## config.mk

```make
export PLATFORM = sky130hd
export DESIGN_NAME = sseg_scan_ctrl_flat
export DESIGN_NICKNAME = d
export VERILOG_FILES = /design/src/rtl/sseg_scan_ctrl_if.sv /design/src/rtl/sseg_scan_ctrl.sv /design/src/flat_wrapper.sv
export SDC_FILE = /design/constraint.sdc
export NUM_CORES = 1
export LEC_CHECK = 0
export ABC_CLOCK_PERIOD_IN_PS = 2400
export CAP_MARGIN = 40
export CORE_MARGIN = 5
export CORE_UTILIZATION = 50
export CTS_CLUSTER_DIAMETER = 60
export DETAILED_ROUTE_END_ITERATION = 6
export GPL_ROUTABILITY_DRIVEN = 0
export PLACE_DENSITY = 0.75
export SYNTH_ARGS = -nofsm -noshare
export SYNTH_HDL_FRONTEND = slang
export SYNTH_HIERARCHICAL = 1
export SYNTH_SLANG_ARGS = --single-unit
```

## constraint.sdc

```tcl
create_clock -name clk -period 2.4 [get_ports clk]
set_input_delay 0.48 -clock clk [delete_from_list [all_inputs] [get_ports clk]]
set_output_delay 0.48 -clock clk [all_outputs]
set_load 0.02 [all_outputs]
```

## src/rtl/sseg_scan_ctrl_if.sv

```systemverilog
// Bus bundle for the four-digit seven-segment scan controller.
// The master side supplies the value to display and the load strobe.
// The slave side (the controller) returns the scan outputs and status.
interface sseg_scan_ctrl_if;
  logic [15:0] hex_in;
  logic [3:0]  dp_in;
  logic        load;
  logic        pending;
  logic [3:0]  an;
  logic [7:0]  sseg;
  logic        frame_tick;

  modport master (
    output hex_in, dp_in, load,
    input  pending, an, sseg, frame_tick
  );

  modport slave (
    input  hex_in, dp_in, load,
    output pending, an, sseg, frame_tick
  );
endinterface

```

## src/rtl/sseg_scan_ctrl.sv

```systemverilog
// Four-digit, active-high seven-segment scan controller for the Mark1 board.
//
// Each digit owns a slot of 2^N clocks. The first BLANK_CYC clocks of every
// slot force all outputs low to suppress ghosting. A captured value waits in
// a shadow register and moves to the live display register only at a frame
// boundary, which is the end of digit 3's slot. This keeps any single frame
// from showing a mix of old and new digits.
//
// Optional build macro: SSEG_LZ_BLANK_EN enables leading-zero suppression.
// With it, digits 3..1 are blanked while they and every digit above them show
// 0 with no decimal point. Digit 0 is always drawn.

// Hex-to-seven-segment decoder, active-high, output ordered {a,b,c,d,e,f,g}.
module sseg_hex_decoder (
  input  logic [3:0] hex,
  output logic [6:0] seg
);
  // Combinational glyph lookup
  always_comb begin
    seg = 7'h00;
    case (hex)
      4'h0: seg = 7'h7E;
      4'h1: seg = 7'h30;
      4'h2: seg = 7'h6D;
      4'h3: seg = 7'h79;
      4'h4: seg = 7'h33;
      4'h5: seg = 7'h5B;
      4'h6: seg = 7'h5F;
      4'h7: seg = 7'h70;
      4'h8: seg = 7'h7F;
      4'h9: seg = 7'h7B;
      4'hA: seg = 7'h77;
      4'hB: seg = 7'h1F;
      4'hC: seg = 7'h4E;
      4'hD: seg = 7'h3D;
      4'hE: seg = 7'h4F;
      4'hF: seg = 7'h47;
      default: seg = 7'h00;
    endcase
  end
endmodule

module sseg_scan_ctrl #(
  parameter int N         = 18,
  parameter int BLANK_CYC = 1024
) (
  input logic         clk,
  input logic         reset,
  sseg_scan_ctrl_if.slave bus
);

  localparam logic [N-1:0] Q_ONE      = N'(1);
  localparam logic [N-1:0] BLANK_LIMIT = N'(BLANK_CYC);

  // Scan position: q counts within a slot, idx selects the digit.
  logic [N-1:0] q;
  logic [1:0]   idx;

  // {dp[3:0], hex[15:0]} for the waiting value and the value being scanned.
  logic [19:0]  shadow;
  logic [19:0]  display;
  logic         pending;

  logic [3:0]   an_reg;
  logic [7:0]   sseg_reg;
  logic         frame_tick_reg;

  logic         slot_end;
  logic         boundary;
  logic         in_blank;
  logic [3:0]   nib [4];
  logic [3:0]   disp_dp;
  logic [3:0]   cur_nib;
  logic         cur_dp;
  logic [6:0]   glyph;
  logic         digit_blank;

  assign slot_end = &q;
  assign boundary = slot_end && (idx == 2'd3);
  assign in_blank = (q < BLANK_LIMIT);

  // Split the live display value into per-digit nibbles.
  genvar gi;
  generate
    for (gi = 0; gi < 4; gi++) begin : g_nib
      assign nib[gi] = display[4*gi +: 4];
    end
  endgenerate

  assign disp_dp = display[19:16];
  assign cur_nib = nib[idx];
  assign cur_dp  = disp_dp[idx];

  sseg_hex_decoder u_dec (
    .hex (cur_nib),
    .seg (glyph)
  );

`ifdef SSEG_LZ_BLANK_EN
  // lz[k] is set when digit k and every digit above it are a bare zero.
  logic [3:0] lz;
  assign lz[3] = (nib[3] == 4'h0) && !disp_dp[3];
  generate
    for (gi = 1; gi < 3; gi++) begin : g_lz
      assign lz[gi] = lz[gi+1] && (nib[gi] == 4'h0) && !disp_dp[gi];
    end
  endgenerate
  assign lz[0] = 1'b0;
  assign digit_blank = lz[idx];
`else
  assign digit_blank = 1'b0;
`endif

  // Refresh counter and digit index; idx advances when a slot completes
  always_ff @(posedge clk or posedge reset) begin
    if (reset) begin
      q   <= '0;
      idx <= 2'd0;
    end else begin
      q <= q + Q_ONE;
      if (slot_end) begin
        idx <= idx + 2'd1;
      end
    end
  end

  // Double buffer: loads park in shadow, and display changes only at a frame boundary
  always_ff @(posedge clk or posedge reset) begin
    if (reset) begin
      shadow  <= '0;
      display <= '0;
      pending <= 1'b0;
    end else if (boundary) begin
      if (bus.load) begin
        shadow  <= {bus.dp_in, bus.hex_in};
        display <= {bus.dp_in, bus.hex_in};
        pending <= 1'b0;
      end else if (pending) begin
        display <= shadow;
        pending <= 1'b0;
      end
    end else if (bus.load) begin
      shadow  <= {bus.dp_in, bus.hex_in};
      pending <= 1'b1;
    end
  end

  // Registered scan outputs, one clock behind (q, idx)
  always_ff @(posedge clk or posedge reset) begin
    if (reset) begin
      an_reg         <= 4'b0000;
      sseg_reg       <= 8'h00;
      frame_tick_reg <= 1'b0;
    end else begin
      frame_tick_reg <= boundary;
      if (in_blank) begin
        an_reg   <= 4'b0000;
        sseg_reg <= 8'h00;
      end else begin
        an_reg   <= 4'b0001 << idx;
        sseg_reg <= digit_blank ? 8'h00 : {cur_dp, glyph};
      end
    end
  end

  assign bus.pending    = pending;
  assign bus.an         = an_reg;
  assign bus.sseg       = sseg_reg;
  assign bus.frame_tick = frame_tick_reg;

endmodule

```

## src/flat_wrapper.sv

```systemverilog
// flat-port wrapper written by rule: the top's interface ports become plain ports
module sseg_scan_ctrl_flat 
#(
  parameter int N         = 18,
  parameter int BLANK_CYC = 1024
)
  (clk, reset, bus_hex_in, bus_dp_in, bus_load, bus_pending, bus_an, bus_sseg, bus_frame_tick);
  sseg_scan_ctrl_if bus_i ();
  input logic clk;
  input logic reset;
  input wire logic [$bits(bus_i.hex_in)-1:0] bus_hex_in;
  input wire logic [$bits(bus_i.dp_in)-1:0] bus_dp_in;
  input wire logic [$bits(bus_i.load)-1:0] bus_load;
  output wire logic [$bits(bus_i.pending)-1:0] bus_pending;
  output wire logic [$bits(bus_i.an)-1:0] bus_an;
  output wire logic [$bits(bus_i.sseg)-1:0] bus_sseg;
  output wire logic [$bits(bus_i.frame_tick)-1:0] bus_frame_tick;
  assign bus_i.hex_in = bus_hex_in;
  assign bus_i.dp_in = bus_dp_in;
  assign bus_i.load = bus_load;
  assign bus_pending = bus_i.pending;
  assign bus_an = bus_i.an;
  assign bus_sseg = bus_i.sseg;
  assign bus_frame_tick = bus_i.frame_tick;
  sseg_scan_ctrl #(.N(N), .BLANK_CYC(BLANK_CYC)) u_core (.clk(clk), .reset(reset), .bus(bus_i));
endmodule
```

==> impl_metrics.json, run 1 <==
{
  "setup_slack_ns": 0.1695,
  "wl_per_cell_um": 14.89,
  "drc": 0,
  "comb_power_share_pct": 4.9,
  "grt_max_degree": 57,
  "n_antenna_cell": 0,
  "yosys_warnings": 6,
  "postCtsSetupRepairBufs": 0,
  "ir_drop_mv": 0.3545,
  "drt_iter0_drc": 93,
  "internal_power_mw": 1.957,
  "tightest_slew_ns": 0.4637,
  "clockBufferDepth": 2,
  "grt_pass1_wl_mm": 9.252,
  "die_w_um": 91.71,
  "async_flop_share_pct": 100.0,
  "fp-row-count": 29,
  "start_util_pct": 51.98,
  "maxCapViolations": 0,
  "pwr-share-clk_pct": 42.5,
  "n_fill_cell": 491,
  "synth_edf_count": 0,
  "ys_ff_latch": 74,
  "postRouteAntennaNets": 0,
  "htree_levels": 3,
  "power.density_nw_per_um2": 611.4,
  "synth_top_area_share_pct": 55.47,
  "grt-ovfl-total": 0,
  "drive_gt1_share_pct": 26.07,
  "swShare_pct": 20.05,
  "fin_crit_sh_pct": 92.94,
  "area_growth_pct": 19.90,
  "max_freq_mhz": 448.3,
  "synthFlopType": "dfrtp_1",
  "root_buffer": "clkbuf_8",
  "first_pass_iters": 4,
  "final.setup.tns_ns": 0,
  "hold_class": "input port to async pin",
  "status": "finished clean",
  "cts_tree": "done",
  "rsz0062_at_grt": "false",
  "holdBufCountCts": 0,
  "path_class": "flop to flop",
  "crit_arrival_ns": 2.47,
  "yosys-top-cells-count": "74 x dfrtp_1, 22 x mux2_2, 21 x mux2_4",
  "vias_per_cell": 5.280,
  "relSlewSlack_pct": 68.80,
  "clock_sinks": 74,
  "io-pin-count": 37,
  "synth_area_leaders": "dfrtp_1 55%, mux2_4 9.4%, mux2_2 7.4%",
  "cp-end-kind": "flop",
  "synth_nets": 268,
  "port_buffers": 36,
  "synth_area_sq_um": 3338,
  "cts-buffers-inserted": 9,
  "wirelength_mm": 5.317,
  "finalHoldViolCount": 0,
  "antenna_found_initial": 0,
  "finalCriticalPeriod_ns": 2.231,
  "pre_cts_ws_ns": 0.1050,
  "syn_inst": 233,
  "yosys.area.top_type": "dfrtp_1",
  "finalMaxSlewViolations": 0,
  "insertion_delay_ns": 0.34,
  "fin_skew_ns": 0.01077,
  "p_leak_nw": 1.927,
  "core_sq_um": 6422,
  "dp_hpwl_mm": 3.874,
  "die_area_sq_um": 8411,
  "critPathMaxFanout": 5,
  "largestRegisters": "u_core/display: 20 flops, u_core/shadow: 20 flops, u_core/q: 18 flops",
  "finalSetupViolations": 0,
  "start_kind": "flop",
  "critical_path_required_ns": 2.64,
  "vias": 1885,
  "yosysSeqAreaShare_pct": 55.47,
  "die_h_um": 91.71,
  "grt_pass1_vias": 1850,
  "p_switching_uw": 490.7,
  "seqPwrFrac_pct": 52.6,
  "ys_types": 33,
  "track_usage_pct": 14.24,
  "syn_area_per_cell_sq_um": 14.33,
  "final_nets": 311,
  "yosysMostFrequentCell": "dfrtp_1",
  "clk_pin_slew_ns": 0.08
}
-- critical path, stage by stage, from the launching register on --
cell,delay (ns)
dfrtp_2,0.45
mux4_2,0.59
inv_1,0.16
ha_1,0.26
inv_1,0.05
mux4_1,0.47
and2_1,0.15
-- final cells by class --
cell class / count / area (sq um) / area share, %
tap: 77 / 96.34 / 2.407
sequential: 74 / 1853 / 46.30
timing repair buffer: 40 / 402.9 / 10.07
inverter: 11 / 41.29 / 1.032
clock inverter: 4 / 76.32 / 1.907
clock buffer: 11 / 141.4 / 3.532
multi-input combinational: 140 / 1391 / 34.76
-- final timing paths --
path	start	to	slack, ns	cells after the start
max reg2reg	u_core/idx[0]	u_core/bus.sseg[3]	0.17	6
min in group clk	u_core/q[0]	u_core/q[0]	0.48	1
max	u_core/idx[0]	u_core/bus.sseg[3]	0.17	6
min	reset	u_core/shadow[9]	0.44	2
min reg2reg	u_core/q[0]	u_core/q[0]	0.48	1
max in group asynchronous	reset	u_core/q[6]	1.33	3
-- through the flow --
| stage | util (%) | instance area (sq um) | instances | hold WS, ns | total power, mW |
|---|---|---|---|---|---|
| 2_1_floorplan | - | 3338 | 233 | 0.4430 | 1.375 |
| 6_report | 62.32 | 4003 | 357 | 0.4402 | 2.447 |
| 3_5_place_dp | 58.91 | 3784 | 342 | 0.4734 | 1.436 |
| 3_3_place_gp | 58.91 | 3784 | 342 | 0.4672 | 1.432 |
| 5_1_grt | 62.32 | 4003 | 357 | 0.4466 | 2.550 |
| 4_1_cts | 62.30 | 4001 | 357 | 0.4408 | 2.480 |
-- power groups by stage --
stage               logic, mW  clock network (mW)  registers [mW]
CTS                     0.125                1.07            1.29
floorplan              0.0667                   0            1.31
global placement        0.122                   0            1.31
finish                  0.121                1.04            1.29
global route            0.133                1.13            1.29
detailed placement      0.124                   0            1.31
-- per-layer routing --
layer | part of all wire, % | global-route usage (%)
met2 | 46 | 20.39
met5 | 0 | 0
met3 | 4.2 | 4.746
met4 | 2.1 | 6.683
met1 | 48 | 19.62
-- cell families (layout without fill, tap and decap cells) --
family | count (synthesis) | count (layout) | synth area share, %
AO/OA/AOI/OAI | 7 | 7 | 1.424
XOR/XNOR | 17 | 17 | 4.460
adder cells (fa/ha/maj) | 12 | 12 | 4.498
buffers and inverters | 19 | 66 | 2.848
flip-flops | 74 | 74 | 55.47
multiplexers | 51 | 51 | 21.63
AND/OR/NAND/NOR | 53 | 53 | 9.671
-- cells in the final DEF, fill, tap and decap left out, types with 2 or more instances in the layout --
cell type,instances
dfrtp_1,73
mux4_2,5
nand3_1,6
a21oi_1,3
nor4_1,5
xor2_1,10
buf_4,3
mux2_2,22
nand4_2,2
xnor2_1,7
mux2_4,21
and2_1,13
mux2i_1,2
nor2_1,8
nor3_1,2
and3_1,3
clkdlybuf4s50_1,36
nand4_1,3
inv_1,10
bufinv_16,2
nand2_1,5
ha_1,12
clkbuf_8,10
-- what timing repair did --
item | CTS | global route
resized for setup | 0 | 1
endpoints found under the hold margin | 0 | 0
endpoints found under the setup margin | 0 | 1
Power figures use the tool's default switching activity.
==> inputs of run 2 (changes only) <==
Settings changed: PLACE_DENSITY 0.75 to unset, PLACE_DENSITY_LB_ADDON set to 0.3.
==> impl_metrics.json, run 2 (synthesized netlist as in run 1, its figures left out) <==
{
  "status": "finished clean",
  "htree_levels": 3,
  "fp-row-count": 29,
  "cp_slowest_cell": "mux4_2",
  "rsz0062_at_grt": "false",
  "path_cells": "mux4_2 -> inv_1 -> ha_1 -> inv_1 -> mux4_1 -> and2_1",
  "start_kind": "flop",
  "port_buffers": 36,
  "grt-ovfl-total": 0,
  "grt_pass1_vias": 1863,
  "n_antenna_cell": 0,
  "stdcell_area_sq_um": 3989,
  "largestRegisters": "u_core/display: 20 flops, u_core/shadow: 20 flops, u_core/q: 18 flops",
  "wl_per_cell_um": 15.21,
  "drc": 0,
  "critical_path.top_delay_family": "multiplexers",
  "clockBufferDepth": 2,
  "final_nets": 311,
  "slowest_delay_ns": 0.58,
  "finalMaxSlewViolations": 0,
  "hold_class": "flop to flop",
  "finalSetupViolations": 0,
  "crit_top_cell": "inv_1",
  "power.density_nw_per_um2": 598.1,
  "layout_commonest_cell": "dfrtp_1",
  "critPathBufInv": 2,
  "crit_arrival_ns": 2.42,
  "postRouteAntennaNets": 0,
  "dp_hpwl_mm": 3.788,
  "fin_skew_ns": 0.01185,
  "placed_area_sq_um": 3784,
  "maxCapViolations": 0,
  "p_leak_nw": 1.927,
  "cp-end-kind": "flop",
  "path_class": "flop to flop",
  "relSlewSlack_pct": 69.37,
  "drive_gt1_share_pct": 26.69,
  "cts_tree": "done",
  "area_growth_pct": 19.49,
  "final.setup.tns_ns": 0,
  "final_cell_mix": "73 x dfrtp_1, 36 x clkdlybuf4s50_1, 22 x mux2_2",
  "core_sq_um": 6422,
  "grt_max_degree": 75,
  "vias": 1819,
  "clk_pin_slew_ns": 0.07,
  "grt_pass1_wl_mm": 9.418,
  "vias_per_cell": 5.081,
  "track_usage_pct": 14.32,
  "start_util_pct": 51.98,
  "drt_iter0_drc": 70,
  "insertion_delay_ns": 0.35,
  "finalCriticalPeriod_ns": 2.187,
  "wirelength_mm": 5.446,
  "first_pass_iters": 4,
  "clock_sinks": 74,
  "critical_path_required_ns": 2.64,
  "die_area_sq_um": 8411,
  "fin_crit_sh_pct": 91.14,
  "antenna_found_initial": 0,
  "critPathMaxFanout": 6,
  "tightest_slew_ns": 0.4552,
  "utilization_pct": 62.11,
  "n_fill_cell": 481,
  "holdBufCountCts": 0,
  "die_w_um": 91.71,
  "ir_drop_mv": 0.4166,
  "die_h_um": 91.71,
  "root_buffer": "clkbuf_8",
  "max_freq_mhz": 457.2,
  "finalHoldViolCount": 0,
  "cts-buffers-inserted": 9,
  "io-pin-count": 37
}
## run 2: metrics by stage
step	power, mW	cells	setup WS [ns]	hold WS, ns
2_1_floorplan	1.375	233	0.03619	0.4430
3_3_place_gp	1.432	342	0.2050	0.4588
3_5_place_dp	1.439	342	0.1448	0.4704
4_1_cts	2.407	358	0.1337	0.4816
5_1_grt	2.477	358	0.03103	0.5010
6_report	2.386	358	0.2126	0.4729
## run 2: per-layer routing
| layer | vias to the layer above | GRT usage [%] | wire length [um] |
|---|---|---|---|
| met2 | 30 | 19.90 | 2374 |
| met1 | 890 | 20.80 | 2776 |
| met3 | 6 | 5.237 | 222 |
| met4 | 0 | 4.827 | 73 |
| li1 | 893 | - | - |
| met5 | - | 0 | 0 |
## run 2: power breakdown
group / internal (mW) / switching, mW
Combinational: 0.0674 / 0.0533
Sequential: 1.28 / 0.00927
Clock: 0.531 / 0.445
## run 2: path summary, 6_finish.rpt
kind | startpoint | cells after the start | slack (ns) | end
min in group asynchronous | reset | 3 | 0.51 | u_core/shadow[6]
min reg2reg | u_core/q[0] | 1 | 0.47 | u_core/q[0]
max reg2reg | u_core/idx[0] | 6 | 0.21 | u_core/bus.sseg[3]
max | u_core/idx[0] | 6 | 0.21 | u_core/bus.sseg[3]
min | u_core/q[0] | 1 | 0.47 | u_core/q[0]
max in group asynchronous | reset | 3 | 1.56 | u_core/q[10]
## run 2: final cells by class
cell class | instances | area [sq um] | area share (%)
Timing Repair Buffer | 40 | 402.9 | 10.10
Tap cell | 77 | 96.34 | 2.415
Multi-Input combinational cell | 140 | 1391 | 34.88
Inverter | 11 | 41.29 | 1.035
Sequential cell | 74 | 1853 | 46.46
Clock buffer | 11 | 151.4 | 3.795
Clock inverter | 5 | 52.55 | 1.317
## run 2: repair_timing
item / in CTS / in global routing
endpoints found under the setup margin: 0 / 1
setup buffers: 0 / 0
gates resized for setup: 0 / 1
